<file path="config.mk">
export PLATFORM = sky130hd
export DESIGN_NAME = multiplier_seq_carry
export DESIGN_NICKNAME = d
export VERILOG_FILES = /design/src/rtl/multiplier_seq_carry_pkg.sv /design/src/rtl/multiplier_seq_carry_dp.sv /design/src/rtl/multiplier_seq_carry.sv
export SDC_FILE = /design/constraint.sdc
export NUM_CORES = 1
export LEC_CHECK = 0
export ABC_AREA = 1
export CAP_MARGIN = 20
export CORE_ASPECT_RATIO = 1.5
export CORE_MARGIN = 2
export CORE_UTILIZATION = 50
export CTS_BUF_LIST = sky130_fd_sc_hd__clkbuf_2
export CTS_CLUSTER_DIAMETER = 30
export DETAILED_ROUTE_END_ITERATION = 8
export PLACE_DENSITY = 0.72
export RECOVER_POWER = 100
export SLEW_MARGIN = 20
export SYNTH_ARGS = -nofsm -noshare
export SYNTH_HDL_FRONTEND = slang
export SYNTH_SLANG_ARGS = --single-unit
</file>
<file path="constraint.sdc">
create_clock -name clk -period 3.2 [get_ports clk]
set_input_delay 0.48 -clock clk [delete_from_list [all_inputs] [get_ports clk]]
set_output_delay 0.48 -clock clk [all_outputs]
set_load 0.1 [all_outputs]
</file>
<file path="src/rtl/multiplier_seq_carry_pkg.sv">
// Shared definitions for the sequential shift-add multiplier and the ALU control.
// Latency: n/a (types and elaboration helpers only).
// Backpressure: n/a.
//
// Contents:
//   state_t    - FSM encodings ST_IDLE=0, ST_BUSY=1, ST_DONE=2 (visible to ALU control)
//   cnt_width  - width of the bit counter for a given operand width
package multiplier_seq_carry_pkg;

    typedef enum logic [1:0] {
        ST_IDLE = 2'd0,
        ST_BUSY = 2'd1,
        ST_DONE = 2'd2
    } state_t;

    // Counter must be able to hold WIDTH itself, hence the +1.
    function automatic int cnt_width(input int width);
        return $clog2(width) + 1;
    endfunction

endpackage

</file>
<file path="src/rtl/multiplier_seq_carry_dp.sv">
// Shift-add datapath: operand registers, 2W-bit accumulator, bit counter, conditional add.
// Latency: one multiplier bit per step; acc_nxt/last are combinational from current state.
// Backpressure: none; load/step are issued by the owning FSM.
//
// Ports:
//   clk, rst       clock, synchronous active-high reset
//   load           capture a, b; seed acc with carry_in; clear counter
//   step           process bit cnt of b_reg: acc += a_reg << cnt when set; cnt++
//   a, b, carry_in operands, sampled only on load
//   acc_nxt        accumulator value after the current step (result on the last step)
//   last           current step is the final one
// Build option MULT_EARLY_TERM_EN: last asserts once no higher bits of b_reg remain set.
module multiplier_seq_carry_dp
    import multiplier_seq_carry_pkg::*;
#(
    parameter int WIDTH = 8
) (
    input  logic               clk,
    input  logic               rst,
    input  logic               load,
    input  logic               step,
    input  logic [WIDTH-1:0]   a,
    input  logic [WIDTH-1:0]   b,
    input  logic               carry_in,
    output logic [2*WIDTH-1:0] acc_nxt,
    output logic               last
);

    localparam int CNT_W = cnt_width(WIDTH);

    logic [WIDTH-1:0]   a_reg;
    logic [WIDTH-1:0]   b_reg;
    logic [2*WIDTH-1:0] acc;
    logic [CNT_W-1:0]   cnt;

    // b_reg shifted so the bit under consideration sits at position 0;
    // avoids a variable bit-select with a counter wider than the index range.
    logic [WIDTH-1:0]   b_cur;
    logic [2*WIDTH-1:0] addend;

    always_comb begin
        b_cur   = b_reg >> cnt;
        addend  = b_cur[0] ? ({{WIDTH{1'b0}}, a_reg} << cnt) : '0;
        // (2^W-1)^2 + 1 fits in 2W bits, so this sum never wraps.
        acc_nxt = acc + addend;
`ifdef MULT_EARLY_TERM_EN
        // Equivalent to (b_reg >> (cnt+1)) == 0: nothing left to add after this bit.
        last    = (b_cur >> 1) == '0;
`else
        last    = (cnt == CNT_W'(WIDTH - 1));
`endif
    end

    always_ff @(posedge clk) begin
        if (rst) begin
            a_reg <= '0;
            b_reg <= '0;
            acc   <= '0;
            cnt   <= '0;
        end else if (load) begin
            a_reg <= a;
            b_reg <= b;
            acc   <= {{(2*WIDTH-1){1'b0}}, carry_in};
            cnt   <= '0;
        end else if (step) begin
            acc   <= acc_nxt;
            cnt   <= cnt + CNT_W'(1);
        end
    end

endmodule

</file>
<file path="src/rtl/multiplier_seq_carry.sv">
// Sequential shift-add multiplier, PRODUCT = A*B + carry_in, with carry_out = |PRODUCT high half.
// Latency: out_valid rises WIDTH clocks after the accept edge (fewer with early termination).
// Backpressure: in_ready only in IDLE; result held with out_valid until out_ready.
//
// Ports:
//   clk, rst             clock, synchronous active-high reset (aborts any operation)
//   in_valid/in_ready    operand handshake; A, B, carry_in sampled on accept
//   out_valid/out_ready  result handshake; PRODUCT, carry_out meaningful while out_valid
//   busy                 high while computing or holding a result
// Build option MULT_EARLY_TERM_EN: finish as soon as the remaining multiplier bits are zero
// (latency max(1, msb index of B + 1)); results are identical either way.
module multiplier_seq_carry
    import multiplier_seq_carry_pkg::*;
#(
    parameter int WIDTH = 8
) (
    input  logic               clk,
    input  logic               rst,
    input  logic               in_valid,
    output logic               in_ready,
    input  logic [WIDTH-1:0]   A,
    input  logic [WIDTH-1:0]   B,
    input  logic               carry_in,
    output logic               out_valid,
    input  logic               out_ready,
    output logic [2*WIDTH-1:0] PRODUCT,
    output logic               carry_out,
    output logic               busy
);

    state_t             state;
    logic               load;
    logic               step;
    logic               last;
    logic [2*WIDTH-1:0] acc_nxt;

    // in_ready is a registered copy of (state == ST_IDLE).
    assign load = in_ready & in_valid;
    assign step = (state == ST_BUSY);

    multiplier_seq_carry_dp #(
        .WIDTH (WIDTH)
    ) u_dp (
        .clk      (clk),
        .rst      (rst),
        .load     (load),
        .step     (step),
        .a        (A),
        .b        (B),
        .carry_in (carry_in),
        .acc_nxt  (acc_nxt),
        .last     (last)
    );

    // PRODUCT/carry_out are captured only on the final step, so they keep the
    // previous result through IDLE and BUSY instead of showing partial sums.
    always_ff @(posedge clk) begin
        if (rst) begin
            state     <= ST_IDLE;
            in_ready  <= 1'b1;
            out_valid <= 1'b0;
            busy      <= 1'b0;
            PRODUCT   <= '0;
            carry_out <= 1'b0;
        end else begin
            case (state)
                ST_IDLE: begin
                    if (in_valid) begin
                        state    <= ST_BUSY;
                        in_ready <= 1'b0;
                        busy     <= 1'b1;
                    end
                end
                ST_BUSY: begin
                    if (last) begin
                        state     <= ST_DONE;
                        out_valid <= 1'b1;
                        PRODUCT   <= acc_nxt;
                        carry_out <= |acc_nxt[2*WIDTH-1:WIDTH];
                    end
                end
                ST_DONE: begin
                    // in_ready stays low here, so release and accept never share an edge.
                    if (out_ready) begin
                        state     <= ST_IDLE;
                        out_valid <= 1'b0;
                        in_ready  <= 1'b1;
                        busy      <= 1'b0;
                    end
                end
                default: begin
                    state     <= ST_IDLE;
                    in_ready  <= 1'b1;
                    out_valid <= 1'b0;
                    busy      <= 1'b0;
                end
            endcase
        end
    end

endmodule

</file>
==> metrics.csv <==
metric,value,unit
grt_max_degree,27,
worst-r2r-setup-slack,260,ps
grt_pass1_vias,3376,
worst_clock_skew,24.6,ps
netlist.area_leader.share,0.318,
crit_path_max_fanout,14,
placed_area,4090,um2
fin_util,0.582,
startpoint_type,flop,
finalHoldViolations,0,
antenna_found_initial,0,
area_growth,13.8,%
yosys_warnings,0,
cts.htree.levels,3,
clock-sinks,58,
numCtsBuffers,9,
grtUsageTotal,0.251,
ys_seq_elements,58,
slew-limit-headroom,0.221,
fill_cells,725,
cts_tree,built,
diodes,0,
drc,0,
fin_ws,261,ps
rsz0062_at_grt,false,
slew_viol_final,0,
num_vias,3637,
yosysSeqAreaShare,0.318,
drt_pass1_iterations,5,
grt_remaining_overflow,0,
die_w,73.7,um
dp_hpwl,7410,um
drv_cap,0,
hold_class,reg -> reg,
stdcell_count,699,
syn_nets,613,
pre_cts_ws,-43.5,ps
synth.avg_cell_area,6.34,um2
fin_crit,2940,ps
synth_top_cell_by_area,dfxtp_1,
dpl.cell_count,683,
outcome,"complete, no violations",
wl_per_cell,13.4,um
synthCells,575,
port_buffers,40,
antenna_left,0,
ioPinCount,41,
totalPowerFinal,1450,uW
synthDistinctLibCells,35,
power.density,350,nW/um2
tightest_slew,1170,ps
peakVddDrop,249,uV
die_y,109,um
drive_gt1_frac,0.0840,
synth_area,3650,um2
hold_buffers,0,
clockRootBuffer,clkbuf_2,
async_reset_ff_frac,0,
synth_edf_count,0,
grt_pass1_wl,15300,um
setup_viol,0,
clock_latency,520,ps
dr.first_iter.drc_count,187,
synth.area.top_cells,"dfxtp_1 (32%), nand2_1 (15%), nor2_1 (8.5%), inv_1 (7.9%), o21ai_0 (6.0%)",
max_freq,340,MHz
final_cell_area,4150,um2
rows,38,
place.gp.congestion,0.949,
clk_pin_slew,190,ps
reg.largest.list,"PRODUCT: 16 flops, u_dp.acc: 16 flops",
die-area,8010,um2
crit_type,reg -> reg,
required,3650,ps
avgViaCountPerCell,5.20,
mostFrequentLayoutCells,"nand2_1 (148), nor2_1 (85), inv_1 (77)",
critPathCaptureType,flop,
finalWirelength,9340,um
arrival,3390,ps
synth_ff_type,dfxtp_1,
core_area,7130,um2
ctsLongestPathBuffers,2,
period_share,0.919,
p_leak,0.00212,uW
layout_commonest_cell,nand2_1,
start_util,0.511,
nets,652,
-- critical path, stage by stage (launching register included) --
cell	delay [ps]
dfxtp_4	430
inv_2	130
nor2_1	60
o22ai_1	160
nand3_1	110
buf_4	160
nor3_2	130
ha_2	230
inv_1	50
fa_1	410
inv_2	130
nand2_1	60
nand2_1	70
nand3_2	70
nand3_1	110
nand2_2	90
nor2_2	120
nand2_1	70
nor2_1	110
nand3_1	70
nand2_1	60
inv_1	40
-- cell usage after synthesis, drive strengths merged, types with 4 or more instances --
cell type / number
inv: 84
nor3: 9
nand4: 4
nor2: 92
ha: 16
o21ai: 49
a21oi: 32
nand2: 155
xor2: 5
o211ai: 7
clkbuf: 8
nand3: 27
dfxtp: 58
buf: 12
-- metrics by stage --
step / setup TNS, ps / hold slack, ps
after detailed placement: -43.5 / 451
after CTS: 0 / 473
after floorplan: 0 / 450
after global routing: 0 / 490
final: 0 / 461
after global placement: 0 / 442
-- per-layer routing --
layer	track usage	part of all wire
met4	0.148	0.045
met5	0	0
met2	0.437	0.53
met1	0.273	0.40
met3	0.0503	0.028
-- kinds of logic (layout without fill, tap and decap cells) --
kind of cell,after synthesis,after routing,synth area share
AO/OA/AOI/OAI,94,94,0.138
XOR/XNOR,6,6,0.0144
adder cells (fa/ha/maj),17,17,0.0604
buffers and inverters,104,148,0.116
flip-flops,58,58,0.318
multiplexers,3,3,0.00824
AND/OR/NAND/NOR,293,293,0.344
-- power breakdown --
group	internal [uW]	total, uW	switching, uW
clock network	98.3	400	302
registers	755	782	26.6
logic	98.9	272	173
-- repair_timing --
item / CTS / global route
resized for setup: 1 / 7
gates cloned: 0 / 0
setup buffers: 0 / 0
endpoints found under the setup margin: 1 / 11
pin swaps: 0 / 1
-- final timing paths --
path / startpoint / depth (start not counted) / endpoint
worst max register to register: u_dp.cnt[0] / 21 / carry_out
worst min-delay path: busy / 2 / busy
worst max-delay path: u_dp.cnt[0] / 21 / carry_out
worst min register to register: busy / 2 / busy
-- area by class of cell --
type | count | area, um2 | share of cell area
Sequential cell | 58 | 1170 | 0.281
Clock inverter | 7 | 45.0 | 0.0109
Multi-Input combinational cell | 413 | 2040 | 0.492
Clock buffer | 9 | 45.0 | 0.0109
Inverter | 84 | 318 | 0.0766
Tap cell | 80 | 100 | 0.0241
Timing Repair Buffer | 48 | 432 | 0.104
Power figures use the tool's default switching activity.
